===== src/rtl/clock_div_gen.sv =====
`default_nettype none
// ============================================================================
// Module   : clock_div_gen
// Purpose  : Multi-channel divided-clock / clock-enable generator. Each channel
//            divides CLOCK by a programmable ratio, waits a programmable start
//            delay, and supports glitch-free gating and run-time ratio change.
//            Gate and ratio updates are applied only at period boundaries.
// Revision : 1.0 - initial release
// ----------------------------------------------------------------------------
// Ports
//   CLOCK      in   1              source clock, rising edge
//   RESET      in   1              synchronous active-high reset
//   CH_EN      in   NUM_CH         per-channel run enable
//   GATE_EN    in   NUM_CH         per-channel gate request (1 = open)
//   DIV_CFG    in   NUM_CH*DIV_W   per-channel ratio, ch i at [i*DIV_W +: DIV_W]
//   PHASE_CFG  in   NUM_CH*DIV_W   per-channel start delay in CLOCK cycles
//   CLK_OUT    out  NUM_CH         gated divided clock
//   TICK       out  NUM_CH         pulse in last cycle of each period (ungated)
//   GATE_STS   out  NUM_CH         applied gate state
//   CFG_CHG    out  NUM_CH         pulse in the first cycle of a new ratio
// ============================================================================
module clock_div_gen #(
  parameter int unsigned NUM_CH      = 4,
  parameter int unsigned DIV_W       = 8,
  parameter int unsigned DEFAULT_DIV = 2
) (
  input  logic                    CLOCK,
  input  logic                    RESET,
  input  logic [NUM_CH-1:0]       CH_EN,
  input  logic [NUM_CH-1:0]       GATE_EN,
  input  logic [NUM_CH*DIV_W-1:0] DIV_CFG,
  input  logic [NUM_CH*DIV_W-1:0] PHASE_CFG,
  output logic [NUM_CH-1:0]       CLK_OUT,
  output logic [NUM_CH-1:0]       TICK,
  output logic [NUM_CH-1:0]       GATE_STS,
  output logic [NUM_CH-1:0]       CFG_CHG
);

  typedef enum logic [1:0] {
    ST_OFF   = 2'd0,
    ST_DELAY = 2'd1,
    ST_RUN   = 2'd2
  } state_e;

  localparam logic [DIV_W-1:0] C_MIN_DIV = DIV_W'(2);
  localparam logic [DIV_W-1:0] C_ONE     = DIV_W'(1);

  for (genvar i = 0; i < NUM_CH; i++) begin : g_ch
    state_e             state_q, state_d;
    logic [DIV_W-1:0]   cnt_q, cnt_d;
    logic [DIV_W-1:0]   div_q, div_d;
    logic [DIV_W-1:0]   dly_q, dly_d;
    logic               gate_q, gate_d;
    logic               chg_d;
    logic               clk_q, tick_q, sts_q, chg_q;
    logic [DIV_W-1:0]   cfg_raw, cfg_div, phase;

    assign cfg_raw = DIV_CFG[i*DIV_W +: DIV_W];
    assign phase   = PHASE_CFG[i*DIV_W +: DIV_W];
    // Ratios 0 and 1 cannot produce a high and a low phase; run them as 2.
    assign cfg_div = (cfg_raw < C_MIN_DIV) ? C_MIN_DIV : cfg_raw;

    always_comb begin
      state_d = state_q;
      cnt_d   = cnt_q;
      div_d   = div_q;
      dly_d   = dly_q;
      gate_d  = gate_q;
      chg_d   = 1'b0;
      case (state_q)
        ST_OFF: begin
          if (CH_EN[i]) begin
            div_d  = cfg_div;
            gate_d = GATE_EN[i];
            cnt_d  = '0;
            if (phase == '0) begin
              state_d = ST_RUN;
            end else begin
              state_d = ST_DELAY;
              dly_d   = phase;
            end
          end
        end
        ST_DELAY: begin
          if (!CH_EN[i]) begin
            state_d = ST_OFF;
          end else if (dly_q == C_ONE) begin
            state_d = ST_RUN;
            cnt_d   = '0;
          end else begin
            dly_d = dly_q - C_ONE;
          end
        end
        ST_RUN: begin
          if (cnt_q == div_q - C_ONE) begin
            // Period boundary: the only point where enable, gate and ratio
            // are allowed to act, so the running period is never cut short.
            cnt_d = '0;
            if (!CH_EN[i]) begin
              state_d = ST_OFF;
            end else begin
              gate_d = GATE_EN[i];
              if (cfg_div != div_q) begin
                div_d = cfg_div;
                chg_d = 1'b1;
              end
            end
          end else begin
            cnt_d = cnt_q + C_ONE;
          end
        end
        default: state_d = ST_OFF;
      endcase
    end

    always_ff @(posedge CLOCK) begin
      if (RESET) begin
        state_q <= ST_OFF;
        cnt_q   <= '0;
        div_q   <= DIV_W'(DEFAULT_DIV);
        dly_q   <= '0;
        gate_q  <= 1'b0;
        clk_q   <= 1'b0;
        tick_q  <= 1'b0;
        sts_q   <= 1'b0;
        chg_q   <= 1'b0;
      end else begin
        state_q <= state_d;
        cnt_q   <= cnt_d;
        div_q   <= div_d;
        dly_q   <= dly_d;
        gate_q  <= gate_d;
        // Outputs are registered from next-state so they line up with the
        // cycle the state registers describe.
        clk_q   <= (state_d == ST_RUN) && gate_d &&
                   (cnt_d < (div_d - (div_d >> 1)));
        tick_q  <= (state_d == ST_RUN) && (cnt_d == div_d - C_ONE);
        sts_q   <= (state_d != ST_OFF) && gate_d;
        chg_q   <= chg_d;
      end
    end

    assign CLK_OUT[i]  = clk_q;
    assign TICK[i]     = tick_q;
    assign GATE_STS[i] = sts_q;
    assign CFG_CHG[i]  = chg_q;
  end

endmodule
`default_nettype wire


===== config.mk =====
export PLATFORM = sky130hd
export DESIGN_NAME = clock_div_gen
export DESIGN_NICKNAME = d
export VERILOG_FILES = /design/src/rtl/clock_div_gen.sv
export SDC_FILE = /design/constraint.sdc
export NUM_CORES = 1
export LEC_CHECK = 0
export CAP_MARGIN = 25
export CORE_MARGIN = 1.5
export CORE_UTILIZATION = 55
export CTS_BUF_LIST = sky130_fd_sc_hd__clkbuf_4 sky130_fd_sc_hd__clkbuf_8
export DETAILED_ROUTE_END_ITERATION = 10
export PLACE_DENSITY = 0.76
export REMOVE_ABC_BUFFERS = 1
export SETUP_SLACK_MARGIN = 0.2
export SLEW_MARGIN = 20
export SYNTH_ARGS = -nofsm -noshare
export SYNTH_HDL_FRONTEND = slang
export SYNTH_SLANG_ARGS = --single-unit

===== constraint.sdc =====
create_clock -name CLOCK -period 6.7 [get_ports CLOCK]
set_input_delay 1.675 -clock CLOCK [delete_from_list [all_inputs] [get_ports CLOCK]]
set_output_delay 1.675 -clock CLOCK [all_outputs]
set_load 0.03 [all_outputs]

==> flow_summary.json <==
{
  "outcome": "completed",
  "grt_pass1_wl_mm": 43.06,
  "drv_slew": 0,
  "cts_tree": "yes",
  "stdcell_area_sq_um": 12240,
  "die_x_um": 142.4,
  "ys_types": 80,
  "grt_max_degree": 47,
  "worstPathRequired_ns": 7.06,
  "ios": 90,
  "period_needed_ns": 6.066,
  "htree_levels": 4,
  "viasPerCell": 5.737,
  "fin_skew_ns": 0.01322,
  "max-cap-violations": 0,
  "synth_common_cells": "nor2_1 (130), dfxtp_1 (124), ha_1 (105)",
  "finalSetupViolCount": 0,
  "critPathSlowestCell": "or4_1",
  "hold_path_class": "reg -> reg",
  "grt.total_usage": 0.2593,
  "postCtsSetupBuffers": 0,
  "yosysWarnings": 0,
  "fp.dieH_um": 142.4,
  "startpoint_type": "input pin",
  "clk_root_buffer_cell": "clkbuf_8",
  "rrSetupSlack_ns": 1.38,
  "syn_area_sq_um": 10690,
  "via_count": 9782,
  "power.density_nw_per_um2": 202.3,
  "synth-async-reset-ratio": 0,
  "coreArea_sq_um": 18890,
  "yosysMostFrequentCell": "nor2_1",
  "p_leak_nw": 5.196,
  "placed_area_sq_um": 11830,
  "total_power_mw": 2.476,
  "met2_usage": 0.4239,
  "rsz0062_at_grt": "no",
  "critPathMaxFanout": 12,
  "slew_headroom": 0.4525,
  "timing.final.hold_violations": 0,
  "dr.pass1.iters": 5,
  "cts_buffers": 17,
  "grt_antenna_before_repair": 0,
  "grt-ovfl-total": 0,
  "clk_latency_ns": 0.45,
  "fmax_mhz": 164.8,
  "area_delta_synth_final_pct": 14.50,
  "irDropWorstVdd_v": 0.0001198,
  "yosys_register_bits": 124,
  "critical_path_class": "in -> reg",
  "yosysSeqAreaShare": 0.2323,
  "dieArea_sq_um": 20280,
  "clk_pin_slew_worst_paths_ns": 0.07,
  "synth_top_area_cell": "dfxtp_1",
  "crit_arrival_ns": 6.43,
  "setup_tns_ns": 0,
  "avgSynthCellArea_sq_um": 7.888,
  "crit_path_frequent_cell": "a21oi_1",
  "ys_top_cells_by_area": "dfxtp_1 (23%), ha_1 (12%), xnor2_1 (6.0%), xor2_1 (5.8%), nor2_1 (4.6%)",
  "synth_top_area_share": 0.2323,
  "row_count": 50,
  "critPathMaxStageDelay_ns": 0.56,
  "drc": 0,
  "ant_nets": 0,
  "synthCells": 1355,
  "wl_mm": 25.72,
  "met1_usage": 0.3521,
  "clock_path_buffers": 2,
  "layout-drive-gt1-share": 0.06094,
  "synth_edf_count": 0,
  "first_global_vias": 9020,
  "synth_ff_type": "dfxtp_1",
  "io_buffer_count": 89,
  "period_share": 0.9054,
  "cp_cell_sequence": "clkdlybuf4s50_1 > or4_1 > or3_1 > o21ai_0 > a211oi_2 > o31ai_4 > buf_4 > mux2i_4 > inv_1 > ha_1 > a21oi_1 > o31ai_1 > a21o_1 > a21oi_1 > xor2_1 > ha_1 > and4_1 > a21oi_1 > nand4_1 > a31oi_1",
  "tightestPinTransition_ns": 0.8196,
  "drt_first_iter_violations": 621,
  "cts_sinks": 124,
  "avgRoutedWirePerCell_um": 15.08,
  "busiest_layer": "met2",
  "hpwl_mm": 19.89,
  "globalplace.congestion": 0.9070,
  "endpoint_kind": "register",
  "start_util": 0.5657,
  "grt_use_met3": 0.04071,
  "nets": 1616
}
==> stage by stage <==
step	util	setup WS (ns)	std cells	hold slack (ns)
finish	0.6477	0.6336	1705	0.4964
global route	0.6476	0.2258	1704	0.5203
CTS	0.6466	0.4729	1703	0.4971
detailed placement	0.6260	0.02059	1673	0.4930
global placement	0.6260	0.2417	1673	0.4718
floorplan	-	0.6208	1291	0.4513
==> where the power goes <==
part / leakage, nW / internal, mW / total, mW / switching, mW
combinational: 3.98 / 0.441 / 0.955 / 0.514
sequential: 1.01 / 0.782 / 0.850 / 0.0677
clock: 0.198 / 0.367 / 0.671 / 0.305
total: 5.20 / 1.59 / 2.48 / 0.886
==> worst max-delay path, delay by kind of cell <==
kind                     cells  cell delay, ns
AO/OA/AOI/OAI                9            1.56
XOR/XNOR                     1            0.19
adder cells (fa/ha/maj)      2            0.58
buffers and inverters        3            0.87
multiplexers                 1            0.34
AND/OR/NAND/NOR              4            1.22
==> registers in the layout (all words and copies together), names as in the netlist <==
| name | cells |
|---|---|
| g_ch.div_q | 32 |
| g_ch.tick_q | 4 |
| g_ch.state_q | 8 |
| g_ch.gate_q | 4 |
| g_ch.chg_q | 4 |
| g_ch.cnt_q | 32 |
| g_ch.clk_q | 4 |
| g_ch.sts_q | 4 |
| g_ch.dly_q | 32 |
==> logic make-up (layout without fill, tap and decap cells) <==
| kind of cell | count (synthesis) | after routing | share of synthesized area |
|---|---|---|---|
| buffers and inverters | 159 | 248 | 0.06345 |
| flip-flops | 124 | 124 | 0.2323 |
| AO/OA/AOI/OAI | 303 | 303 | 0.1891 |
| AND/OR/NAND/NOR | 471 | 471 | 0.2233 |
| multiplexers | 45 | 45 | 0.04355 |
| other | 0 | 1 | 0 |
| adder cells (fa/ha/maj) | 109 | 109 | 0.1304 |
| XOR/XNOR | 144 | 144 | 0.1180 |
==> path summary, 6_finish.rpt <==
kind / startpoint / endpoint / cells after the start
worst max-delay path: DIV_CFG[14] / g_ch[1].clk_q / 20
worst min-delay path: g_ch[1].gate_q / g_ch[1].sts_q / 2
worst max register to register: g_ch[3].div_q[3] / g_ch[3].clk_q / 19
worst min register to register: g_ch[1].gate_q / g_ch[1].sts_q / 2
==> cell type report <==
cell class / count / area (sq um)
multi-input combinational: 1072 / 7540
tap: 260 / 325.3
fill: 1729 / 6655
clock inverter: 7 / 90.09
antenna: 1 / 2.502
timing repair buffer: 123 / 1144
inverter: 95 / 356.6
clock buffer: 23 / 297.8
sequential: 124 / 2482
==> placed cells by master (no fill, tap or decap), types with 9 or more instances in the layout <==
master / instances
nand3b_1: 9
o22ai_1: 11
a21oi_1: 75
nand2_1: 92
a211oi_1: 16
mux2i_1: 41
and3_1: 11
xor2_1: 71
a221oi_1: 13
nand2b_1: 32
nor2_1: 130
ha_1: 105
a21o_1: 9
dfxtp_1: 124
clkdlybuf4s50_1: 88
o21ai_1: 9
buf_4: 35
xnor2_1: 73
nor4_1: 28
nor2b_1: 30
inv_1: 94
a22oi_1: 18
nor3_1: 44
clkbuf_8: 20
nand3_1: 37
o21ai_0: 64
==> what timing repair did <==
| action | CTS | global route |
|---|---|---|
| hold buffers | 0 | 0 |
| setup endpoints to repair | 0 | 1 |
| gates resized for setup | 0 | 2 |
==> per-layer routing <==
| layer | share of wire | vias to the layer above |
|---|---|---|
| met2 | 0.46 | 223 |
| met3 | 0.045 | 33 |
| met4 | 0.016 | 0 |
| li1 | - | 4939 |
| met1 | 0.48 | 4587 |
| met5 | 0 | - |
No activity file was read; power rests on OpenSTA's default activity.
==> variant, RTL diff (config.mk and constraints unchanged) <==
The parameter `DIV_W` goes from 8 to 10.
--- a/src/rtl/clock_div_gen.sv
+++ b/src/rtl/clock_div_gen.sv
@@ -21,7 +21,7 @@
 // ============================================================================
 module clock_div_gen #(
   parameter int unsigned NUM_CH      = 4,
-  parameter int unsigned DIV_W       = 8,
+  parameter int unsigned DIV_W       = 10,
   parameter int unsigned DEFAULT_DIV = 2
 ) (
   input  logic                    CLOCK,
Ports: changed (resized DIV_CFG and PHASE_CFG); port bits go from 90 to 106. No check against the original RTL was run, so the function may have changed too.
==> variant against the original RTL <==
Routed wire length up 44%; total power up 23%; cell area up 30%; setup slack worse by 320 ps; area after synthesis up 29%; combinational power up 24%; sequential power up 17%; critical endpoint unchanged; sequential cell count up 24; largest power group unchanged.
==> variant: results (changes against the original RTL) <==
- Met2 usage: 48.4% (+6.0 points)
- HPWL Detailed: 28300 µm (+42%)
- Final Non-Filler Cells: 2227 (+31%)
- # Post-CTS Setup Buffers: 0 (unchanged)
- Most frequent cells after synthesis: 169 x nor2_1, 148 x dfxtp_1, 122 x inv_1
- Crit-path max cell delay: 470 ps (-90 ps)
- Latest clock arrival within the worst-skew pair: 470 ps (+20 ps)
- Met3 wire length: 2080 µm (+79%)
- Met2 wire length: 17500 µm (+49%)
- Initial DRT Pass Iterations: 5 (unchanged)
- Outcome: completed
- Largest net degree at the start of global routing: 66 (+40%)
- Period utilization: 95.3% (+4.8 points)
- Gr usage total: 28.4% (+2.4 points)
- Skew final: 21.2 ps (+7.97 ps)
- Reg2reg start: g_ch[1].div_q[0]
- Gp weighted congestion: 0.932 (+2.7%)
- Post-layout net count: 2104 (+30%)
- Fill cell count: 2127 (+23%)
- Port Buffer Count: 105 (+18%)
- Biggest regs: g_ch.cnt_q: 40 flops, g_ch.div_q: 40 flops, g_ch.dly_q: 40 flops
- Max FO, Critical Path: 8 (-4)
- Worst min path class: reg2reg
- Met3 usage: 4.19% (+0.11 points)
- Pre-CTS WS: -215 ps (-235 ps)
- Worst VDD drop: 119 µV (-0.30%)
- Worst-margin pin slew: 915 ps (+95.0 ps)
- Area Growth Syn to Fin: 15.8%
- Synth Area in Adders: 11.6% (-1.4 points)
- Static leakage: 6.83 nW (+31%)
- Antenna cell count: 0 (-1)
- Avg Vias per Cell: 6.05 (+5.4%)
- Setup slack, reg-to-reg: 500 ps (-880 ps)
- CP endpoint: g_ch[1].clk_q
- Netlist cell types: 88 (+10%)
- WHS Endpoint: g_ch[3].dly_q[8]
- Syn Inst Count: 1785 (+32%)
- Wire per inst: 16.6 µm (+10%)
- Synth top area cells: dfxtp_1 22%, ha_1 11%, xnor2_1 5.5%
- Global-route wire length before repair: 61200 µm (+42%)
- Share of layout cells above drive strength 1: 9.09% (+3.0 points)
- Mux contribution to synthesized area: 4.23% (-0.13 points)
- Int Power: 1.96 mW (+23%)
- Sequential area share after synthesis: 21.5% (-1.7 points)
- Xor/xnor share of the synthesized area: 11.0% (-0.76 points)
- Hold path start: g_ch[3].dly_q[8]
- Iter 0 DRT Violations: 1021 (+64%)
- Met1 WL: 16200 µm (+31%)
- R2R depth: 27 (+8)
- Met1 Usage GRT: 36.0% (+0.82 points)
- Synth Area in Compound Gates: 21.3% (+2.3 points)
- Max layer used: met4
- Vias in the first global route: 12826 (+42%)
- Worst r2r dst: g_ch[1].clk_q
- Crit-path slowest cell: clkdlybuf4s50_1
- Placed cell area: 15400 µm² (+30%)
[variant: cell count changes after synthesis, sizes merged, moves of 11 or more]
cell	change
dfxtp	+24
xnor2	+13
nor2b	+11
nor3b	+22
o21ai	+37
a21oi	+16
inv	+28
ha	+15
nor2	+39
clkbuf	+33
a211oi	+16
nor4	+15
nand4	+11
nand2	+27
[variant: final cells by class]
cell class	count	share of cell area, %
Clock buffer	19	1.60
Clock inverter	12	1.43
Inverter	123	2.90
Multi-Input combinational cell	1416	62.6
Sequential cell	148	18.6
Tap cell	324	2.54
Timing Repair Buffer	185	10.4
[variant: power by group through the flow]
stage | clock, mW | combinational, mW | sequential, mW
finish | 0.864 | 1.18 | 0.995
global route | 0.914 | 1.31 | 1.00
CTS | 0.878 | 1.16 | 0.992
detailed placement | 0 | 1.15 | 1.01
global placement | 0 | 1.11 | 1.01
floorplan | 0 | 0.804 | 0.994
[variant: worst reg2reg max path: stages (launching register included)]
cell and delay [ps]:
dfxtp_1 580, inv_1 190, ha_1 370, or2_2 340
a2bb2oi_1 160, a41oi_1 280, o211a_1 350, nand2_1 270
o31ai_1 460, mux2_2 410, inv_1 110, ha_1 260
inv_1 110, nand2_1 60, a21oi_1 110, a31oi_1 70
nor2b_2 180, xnor2_1 170, ha_1 270, nor2b_1 130
o21ai_0 150, nand2b_1 80, a21oi_1 150, nor2b_1 50
o21ai_0 150, nand2b_1 100, a2111oi_2 380, o31a_1 200
[variant: cells by family (layout without fill, tap and decap cells)]
group           count (synthesis)  in the layout
flops                         148            148
xor+xnor                      167            167
mux                            54             54
buf+inv                       221            339
fa+ha+maj                     127            127
compound gates                436            436
simple gates                  632            632
[variant: stage by stage]
step	hold slack, ps	TNS, ps
global placement	461	-25.9
CTS	483	0
global route	507	-19.0
floorplan	444	-928
detailed placement	471	-295
finish	489	0
